**src/rtl/sort_pkg.sv**
```systemverilog
// Shared types and helpers for the odd-even transposition sorter.
//   state_e    : LOAD / SORT / DRAIN controller states
//   cnt_width  : width of a counter that spans 0..n-1 (at least 1 bit)
//   PHASE_EVEN / PHASE_ODD : parity of phase_cnt selecting the active pair set
package sort_pkg;

  typedef enum logic [1:0] {
    LOAD,
    SORT,
    DRAIN
  } state_e;

  localparam int unsigned PHASE_EVEN = 0;
  localparam int unsigned PHASE_ODD  = 1;

  function automatic int unsigned cnt_width(input int unsigned n);
    return (n <= 2) ? 1 : $clog2(n);
  endfunction

endpackage

```
**src/rtl/cmp_exch.sv**
```systemverilog
// Compare-exchange cell for one adjacent buffer pair.
//   a, b    : entries at index i and i+1
//   lo_out  : value that belongs at index i after the exchange
//   hi_out  : value that belongs at index i+1 after the exchange
//   swap    : exchange taken (strictly out of order; ties never swap)
//   a_gt_b, b_gt_a, eq : raw ordering flags under the SIGNED setting
module cmp_exch #(
  parameter int unsigned DATA_W  = 16,
  parameter bit          SIGNED  = 1'b1,
  parameter bit          DESCEND = 1'b0
) (
  input  logic [DATA_W-1:0] a,
  input  logic [DATA_W-1:0] b,
  output logic [DATA_W-1:0] lo_out,
  output logic [DATA_W-1:0] hi_out,
  output logic              swap,
  output logic              a_gt_b,
  output logic              b_gt_a,
  output logic              eq
);

  // Flipping the sign bit maps two's-complement order onto unsigned order.
  logic [DATA_W-1:0] key_a, key_b;
  assign key_a = {a[DATA_W-1] ^ SIGNED, a[DATA_W-2:0]};
  assign key_b = {b[DATA_W-1] ^ SIGNED, b[DATA_W-2:0]};

  assign a_gt_b = key_a > key_b;
  assign b_gt_a = key_b > key_a;
  assign eq     = key_a == key_b;

  assign swap   = DESCEND ? b_gt_a : a_gt_b;
  assign lo_out = swap ? b : a;
  assign hi_out = swap ? a : b;

endmodule

```
**src/rtl/oet_sorter.sv**
```systemverilog
// Block sorter: loads DEPTH samples, sorts them in place with odd-even
// transposition (one phase per cycle, DEPTH phases), then streams them out.
//   clk, rst_n                    : clock, asynchronous active-low reset
//   in_valid/in_ready/in_data     : sample input stream (accepted in LOAD)
//   out_valid/out_ready/out_data  : sorted output stream (driven in DRAIN)
//   out_last                      : final sample of the frame
//   busy                          : high in SORT or DRAIN
//   swap_cnt                      : exchanges in the last sort; present only
//                                   when OET_SORTER_SWAP_CNT_EN is defined
module oet_sorter
  import sort_pkg::*;
#(
  parameter int unsigned DATA_W  = 16,
  parameter int unsigned DEPTH   = 8,
  parameter bit          SIGNED  = 1'b1,
  parameter bit          DESCEND = 1'b0
) (
  input  logic              clk,
  input  logic              rst_n,
  input  logic              in_valid,
  output logic              in_ready,
  input  logic [DATA_W-1:0] in_data,
  output logic              out_valid,
  input  logic              out_ready,
  output logic [DATA_W-1:0] out_data,
  output logic              out_last,
`ifdef OET_SORTER_SWAP_CNT_EN
  output logic              busy,
  output logic [$clog2(DEPTH*DEPTH/2+1)-1:0] swap_cnt
`else
  output logic              busy
`endif
);

  localparam int unsigned     CntW    = cnt_width(DEPTH);
  localparam logic [CntW-1:0] LastIdx = CntW'(DEPTH - 1);
  localparam logic [CntW-1:0] One     = CntW'(1);

  state_e            state_q, state_d;
  logic [DATA_W-1:0] data_q [DEPTH];
  logic [DATA_W-1:0] data_d [DEPTH];
  logic [DATA_W-1:0] sorted [DEPTH];
  logic [CntW-1:0]   load_cnt_q, load_cnt_d;
  logic [CntW-1:0]   phase_cnt_q, phase_cnt_d;
  logic [CntW-1:0]   drain_cnt_q, drain_cnt_d;

  logic [DATA_W-1:0] lo [DEPTH-1];
  logic [DATA_W-1:0] hi [DEPTH-1];
  logic [DEPTH-2:0]  swp, gt, lt, eq;
  logic [DEPTH-2:0]  pair_act;
  logic              phase_odd;

  assign phase_odd = (int'(phase_cnt_q[0]) == PHASE_ODD);

  for (genvar i = 0; i < DEPTH - 1; i++) begin : g_pair
    cmp_exch #(
      .DATA_W (DATA_W),
      .SIGNED (SIGNED),
      .DESCEND(DESCEND)
    ) u_cmp (
      .a     (data_q[i]),
      .b     (data_q[i+1]),
      .lo_out(lo[i]),
      .hi_out(hi[i]),
      .swap  (swp[i]),
      .a_gt_b(gt[i]),
      .b_gt_a(lt[i]),
      .eq    (eq[i])
    );

    // Pair i is active when its lower index parity matches the phase parity.
    assign pair_act[i] = ((i % 2 == PHASE_ODD) == phase_odd);

    always_comb begin
      assert ($onehot({gt[i], lt[i], eq[i]}));
      assert (!(eq[i] && swp[i]));
    end
  end

  // Active pairs within one phase are disjoint, so they all apply at once.
  always_comb begin
    for (int k = 0; k < DEPTH; k++) sorted[k] = data_q[k];
    for (int i = 0; i < DEPTH - 1; i++) begin
      if (pair_act[i]) begin
        sorted[i]   = lo[i];
        sorted[i+1] = hi[i];
      end
    end
  end

  always_comb begin
    state_d     = state_q;
    data_d      = data_q;
    load_cnt_d  = load_cnt_q;
    phase_cnt_d = phase_cnt_q;
    drain_cnt_d = drain_cnt_q;
    in_ready    = 1'b0;
    out_valid   = 1'b0;
    out_data    = '0;
    out_last    = 1'b0;
    busy        = 1'b0;
    unique case (state_q)
      LOAD: begin
        in_ready = 1'b1;
        if (in_valid) begin
          data_d[load_cnt_q] = in_data;
          if (load_cnt_q == LastIdx) begin
            load_cnt_d  = '0;
            phase_cnt_d = '0;
            state_d     = SORT;
          end else begin
            load_cnt_d = load_cnt_q + One;
          end
        end
      end
      SORT: begin
        busy   = 1'b1;
        data_d = sorted;
        if (phase_cnt_q == LastIdx) begin
          phase_cnt_d = '0;
          state_d     = DRAIN;
        end else begin
          phase_cnt_d = phase_cnt_q + One;
        end
      end
      DRAIN: begin
        busy      = 1'b1;
        out_valid = 1'b1;
        out_data  = data_q[0];
        out_last  = (drain_cnt_q == LastIdx);
        if (out_ready) begin
          for (int i = 0; i < DEPTH - 1; i++) data_d[i] = data_q[i+1];
          data_d[DEPTH-1] = '0;
          if (drain_cnt_q == LastIdx) begin
            drain_cnt_d = '0;
            state_d     = LOAD;
          end else begin
            drain_cnt_d = drain_cnt_q + One;
          end
        end
      end
      default: state_d = LOAD;
    endcase
  end

  always_ff @(posedge clk or negedge rst_n) begin
    if (!rst_n) begin
      state_q     <= LOAD;
      load_cnt_q  <= '0;
      phase_cnt_q <= '0;
      drain_cnt_q <= '0;
      for (int k = 0; k < DEPTH; k++) data_q[k] <= '0;
    end else begin
      state_q     <= state_d;
      load_cnt_q  <= load_cnt_d;
      phase_cnt_q <= phase_cnt_d;
      drain_cnt_q <= drain_cnt_d;
      data_q      <= data_d;
    end
  end

`ifdef OET_SORTER_SWAP_CNT_EN
  localparam int unsigned SwW = $clog2(DEPTH*DEPTH/2+1);

  logic [SwW-1:0] swaps_now;
  logic [SwW-1:0] swap_cnt_q;

  always_comb begin
    swaps_now = '0;
    for (int i = 0; i < DEPTH - 1; i++) begin
      if (pair_act[i] && swp[i]) swaps_now = swaps_now + SwW'(1);
    end
  end

  always_ff @(posedge clk or negedge rst_n) begin
    if (!rst_n) begin
      swap_cnt_q <= '0;
    end else if (state_q == LOAD && in_valid && load_cnt_q == LastIdx) begin
      swap_cnt_q <= '0;
    end else if (state_q == SORT) begin
      swap_cnt_q <= swap_cnt_q + swaps_now;
    end
  end

  assign swap_cnt = swap_cnt_q;
`endif

endmodule

```
**config.mk**
```make
export PLATFORM = sky130hd
export DESIGN_NAME = oet_sorter
export DESIGN_NICKNAME = d
export VERILOG_FILES = /design/src/rtl/sort_pkg.sv /design/src/rtl/cmp_exch.sv /design/src/rtl/oet_sorter.sv
export SDC_FILE = /design/constraint.sdc
export NUM_CORES = 1
export LEC_CHECK = 0
export BUFFER_PORTS_ARGS = -buffer_cell sky130_fd_sc_hd__buf_4
export CAP_MARGIN = 20
export CORE_MARGIN = 2
export CORE_UTILIZATION = 30
export DETAILED_ROUTE_END_ITERATION = 8
export GPL_TIMING_DRIVEN = 0
export HOLD_SLACK_MARGIN = 0.15
export PLACE_DENSITY = 0.45
export SETUP_SLACK_MARGIN = 0.05
export SLEW_MARGIN = 20
export SYNTH_ARGS = -nofsm -noshare
export SYNTH_HDL_FRONTEND = slang
export SYNTH_SLANG_ARGS = --single-unit
```
**constraint.sdc**
```tcl
create_clock -name clk -period 3.1 [get_ports clk]
set_input_delay 0.155 -clock clk [delete_from_list [all_inputs] [get_ports clk]]
set_output_delay 0.155 -clock clk [all_outputs]
set_load 0.05 [all_outputs]
```
After elaboration in Yosys (flattened, before gate mapping)
Cells that the tools add are included.
{"block": "op_classes", "add_sub_neg": 3, "magnitude_cmp": 9, "eq_ne": 20, "muxes": 44, "bitwise": 9, "reduce_logical": 17}
{"cell": "case mux 128 bit (3 select lines)", "n": 1}
{"cell": "2-to-1 mux 128 bit", "n": 2}
{"cell": "2-to-1 mux 16 bit", "n": 16}
{"cell": "2-to-1 mux 32 bit", "n": 7}
{"cell": "bitwise mux 128 bit", "n": 1}
{"cell": "greater-than comparator 16 bit", "n": 7}
{"cell": "demux 16 bit (select 3 bit)", "n": 1}
{"cell": "AND reduction 5 bit", "n": 9}
{"cell": "!= test 3 x 2 -> 1 bit, second input constant", "n": 7}
{"cell": "2-to-1 mux 3 bit", "n": 5}
{"cell": "!= test 2 bit, second input constant", "n": 6}
{"cell": "2-to-1 mux 2 bit", "n": 5}
{"cell": "adder 3 x 1 -> 3 bit, second input constant", "n": 3}
{"cell": "equality test 3 bit, second input constant", "n": 3}
{"cell": "NOT 1 bit", "n": 8}
{"cell": "case mux 2 bit (3 select lines)", "n": 1}
{"cell": "case mux 3 bit (2 select lines)", "n": 1}
{"cell": ">= comparator 4 bit, second input constant", "n": 1}
{"cell": "less-than comparator 4 x 1 -> 1 bit, second input constant", "n": 1}
{"cell": "2-to-1 mux 1 bit", "n": 4}
{"cell": "!= test 2 x 1 -> 1 bit, second input constant", "n": 2}
{"cell": "NOT 3 -> 4 bit", "n": 1}
{"cell": "AND reduction 2 bit", "n": 2}
{"cell": "AND reduction 3 bit", "n": 1}
{"cell": "7 further kinds", "n": 7}
{"block": "word_totals", "ff_bits": 139, "in_bits": 20, "output_inout_bits": 20, "elab_cells": 114}

Longest topological paths before layout
{"block": "logic_depth", "depth_word": 11, "ltp_mapped": 11, "mapped_depth_nobuf": 9}

Cells and area by module
A second synthesis with hierarchy kept.
{"block": "hier_totals", "cells_unflattened": 1492, "hier_area_um2": 14945.6}
{"mod": "oet_sorter", "n_inst": 1, "cells_per_inst": 820, "area_each_um2": 8262.9}
{"mod": "cmp_exch", "n_inst": 7, "cells_per_inst": 96, "area_each_um2": 954.7}

Least setup slack after synthesis
No wires, ideal clock.
{"block": "synth_timing", "path_type": "register -> register", "from": "register (tool-made name)", "to": "register (tool-made name)", "setup_time_ns": 0.125, "arrival_ns": 2.511, "required_time_ns": 2.975, "setup_slack_ns": 0.464, "path_stages_with_launch": 11, "path_buffers": 1, "period_less_slack_ns": 2.636, "cell_sequence": "dfrtp_1 -> inv_1 -> ha_1 -> a21o_1 -> a21o_1 -> a2111o_1 -> a221oi_1 -> o21ai_0 -> nand2_1 -> buf_4 -> mux2_2"}

==> summary.md <==
| Metric | Value |
|---|---|
| Outcome | `finished, final reports clean` |
| Endpoint type of the worst setup path | `register` |
| Critical path type | `reg2reg` |
| Final #Nets | `1292` |
| Hold Violations, Final | `0` |
| Final Cycle Share | `0.952` |
| Number of antenna diodes | `0` |
| Worst Slack Setup Final | `149 ps` |
| Data required time of the critical path | `3410 ps` |
| Top library cells by usage in the layout, fill and taps aside | `sky130_fd_sc_hd__dfrtp_1, sky130_fd_sc_hd__nor2_1, sky130_fd_sc_hd__ha_1` |
| Die footprint | `35200 um2` |
| Detailed Routing Iterations Pass 1 | `5` |
| Highest metal used | `met4` |
| Number of clock sinks | `139` |
| Quantity of I/O buffers inserted on ports | `39` |
| Max_slew headroom | `0.431` |
| Skew-Pair Late Insertion Delay | `440 ps` |
| Met2 wire length | `15100 um` |
| Highest clock rate | `339 MHz` |
| Number of I/O pins | `40` |
| Num rows | `between 60 and 70` |
| Pin count of the biggest net entering global routing | `73` |
| Hpwl dp | `25100 um` |
| Initial antenna violation count | `0` |
| Synth Warn # | `0` |
| Kind of start point of the critical path | `register` |
| Via count of the first global-routing pass | `8218` |
| Share of the yosys chip area belonging to registers | `0.344` |
| Type of the most critical hold path | `in2async` |
| Post-layout instance count excluding filler cells | `1611` |
| Post-synthesis instance total | `about 1100` |
| Top_reg_cell synth | `sky130_fd_sc_hd__dfrtp_1` |
| DRC violation count after routing | `0` |
| Via-to-Cell Ratio | `5.15` |
| Critical path arrival | `approximately 3300 ps` |
| Clk buf depth | `2` |
| Total non-filler cell area in the finished layout | `11700 um2` |
| First-pass GRT wire length | `between 40000 and 50000 um` |
| Starting Density | `0.303` |
| Number of distinct standard cells referenced by the synthesized netlist | `57` |
| Total routed wire length on the met1 layer | `15600 um` |
| Post-Place Worst Slack | `-244 ps` |
| Cell total after placement | `1572` |
| Routed wire per std cell | `roughly 20 um` |
| Number of storage elements in the synthesis netlist | `139` |
| TritonCTS clock tree | `built` |
| Clock root buffer master | `sky130_fd_sc_hd__clkbuf_16` |
| Deepest level of the CTS H-tree | `4` |
| Register clock-pin slew on the reported worst setup and hold paths | `70 ps` |
| Standard cell core area | `~33000 um2` |
| EDFF count, synth | `0` |
| Flop2flop setup slack | `150 ps` |
| Post-detailed-placement cell area | `11000 um2` |
| Die width | `188 um` |
| Setup repair after global routing missed its margin | `false` |
| Final Routed Wirelength | `32000 um` |
| Hold Slack | `248 ps` |
| Number of vias in the routed layout | `roughly 8300` |
| DRT antenna net count | `0` |
| Fin Clk Skew | `17.9 ps` |
| Actual slew at the worst max-slew pin | `854 ps` |
| Total grt overflow | `0` |
| Clock buffers created by TritonCTS | `17` |
| Die span in y | `188 um` |
| Netlist area before placement | `10100 um2` |
| Setup-violating endpoint count in the final report | `0` |
| Layout cells sized above 1 | `0.118` |
| Number of maximum-capacitance constraint violations | `0` |
| Area added between synthesis and finish | `15.8%` |
| Max Transition Viols Final | `0` |
| Most frequent standard cell in the layout excluding fill and tap cells | `sky130_fd_sc_hd__dfrtp_1` |
| Ys async rst share | `1.00` |
| Worst-path maximum fanout | `10` |
| Average size of a mapped cell | `between 9 and 10 um2` |
| Number of violations reported at the end of detailed-routing iteration 0 | `527` |
| Overall routing resource usage | `0.184` |
| RePlAce Congestion | `0.829` |
| Amount of wire on met3 after detailed routing | `924 um` |
| Post-synthesis net count | `1225` |
| Post-route minimum period | `2950 ps` |
| Number of filler instances in the final layout | `roughly 3500` |
==> critical path: stages (launching register included) <==
cell	delay (ps)
sky130_fd_sc_hd__dfrtp_2	400
sky130_fd_sc_hd__inv_1	70
sky130_fd_sc_hd__ha_1	340
sky130_fd_sc_hd__nand4_1	200
sky130_fd_sc_hd__or4_1	620
sky130_fd_sc_hd__a21oi_1	240
sky130_fd_sc_hd__a2111oi_1	130
sky130_fd_sc_hd__a31oi_4	260
sky130_fd_sc_hd__nand3_4	210
sky130_fd_sc_hd__buf_6	230
sky130_fd_sc_hd__mux2i_1	130
==> layer usage <==
layer,up-vias,track usage
met4,0,0.0485
li1,4086,-
met2,146,0.303
met5,-,0
met1,4048,0.257
met3,24,0.0191
==> synthesized netlist by cell type, drive strengths merged, types with 2 or more instances <==
| library cell | count | area share |
|---|---|---|
| nor3 | 12 | 0.0059 |
| o31ai | 2 | 0.0015 |
| a21o | 13 | 0.0096 |
| mux2 | 20 | 0.023 |
| buf | 12 | 0.011 |
| nand3 | 13 | 0.0089 |
| clkbuf | 38 | 0.014 |
| nor4 | 3 | 0.0019 |
| nand2 | 68 | 0.025 |
| a2111oi | 5 | 0.0051 |
| and3 | 3 | 0.0019 |
| o21ai | 28 | 0.014 |
| a21oi | 60 | 0.030 |
| a211o | 2 | 0.0017 |
| nand2b | 2 | 0.0012 |
| a221oi | 98 | 0.085 |
| a211oi | 2 | 0.0015 |
| ha | 122 | 0.15 |
| a21boi | 4 | 0.0030 |
| or3 | 2 | 0.0012 |
| and2 | 15 | 0.0093 |
| nor2 | 128 | 0.047 |
| a22o | 3 | 0.0026 |
| mux2i | 112 | 0.11 |
| dfrtp | 139 | 0.34 |
| inv | 121 | 0.045 |
| or4 | 4 | 0.0033 |
| nand4 | 24 | 0.019 |
| a22oi | 4 | 0.0030 |
| or3b | 2 | 0.0017 |
| nand3b | 4 | 0.0033 |
| o211ai | 5 | 0.0042 |
| nor2b | 7 | 0.0043 |
==> final timing paths <==
path	from	to	depth (start not counted)
min in group clk	in_data[1]	register	5
worst max register to register	register	register	10
worst min register to register	drain_cnt_q[1]$_DFFE_PN0P_	drain_cnt_q[1]$_DFFE_PN0P_	1
worst min-delay path	rst_n	phase_cnt_q[2]$_DFFE_PN0P_	2
worst max-delay path	register	register	10
max in group asynchronous	rst_n	asynchronous set/reset pin	3
==> cells by family after synthesis <==
family | Yosys count | synth area share
buffers and inverters | 171 | 0.0698
AO/OA/AOI/OAI | 232 | 0.167
adder cells (fa/ha/maj) | 122 | 0.151
flip-flops | 139 | 0.344
multiplexers | 132 | 0.134
AND/OR/NAND/NOR | 287 | 0.135
==> repair_timing <==
action                                  CTS  global route
endpoints found under the hold margin    69             0
endpoints found under the setup margin   65            64
resized for setup                         8            12
buffers inserted                          4             1
hold buffers                              3             0
pin swaps                                 6             2
==> final cells by class <==
type | instances | area [um2] | share of cell area
plain buffers | 49 | 260 | 0.0222
clock buffers | 19 | 433 | 0.0369
clock inverters | 13 | 143 | 0.0122
inverters | 121 | 454 | 0.0387
multi-input cells | 773 | 5980 | 0.510
flip-flops and latches | 139 | 3480 | 0.297
well taps | 448 | 561 | 0.0478
repair buffers | 49 | 410 | 0.0350
==> metrics by stage <==
step / util / TNS [ps]
final: 0.351 / 0
after global routing: 0.351 / 0
after CTS: 0.350 / 0
after detailed placement: 0.331 / -2870
after global placement: 0.329 / -21070
after floorplan: - / 0
Power is not shown: default switching activity piles up to over one toggle a cycle in this logic, so the estimate is an artifact.
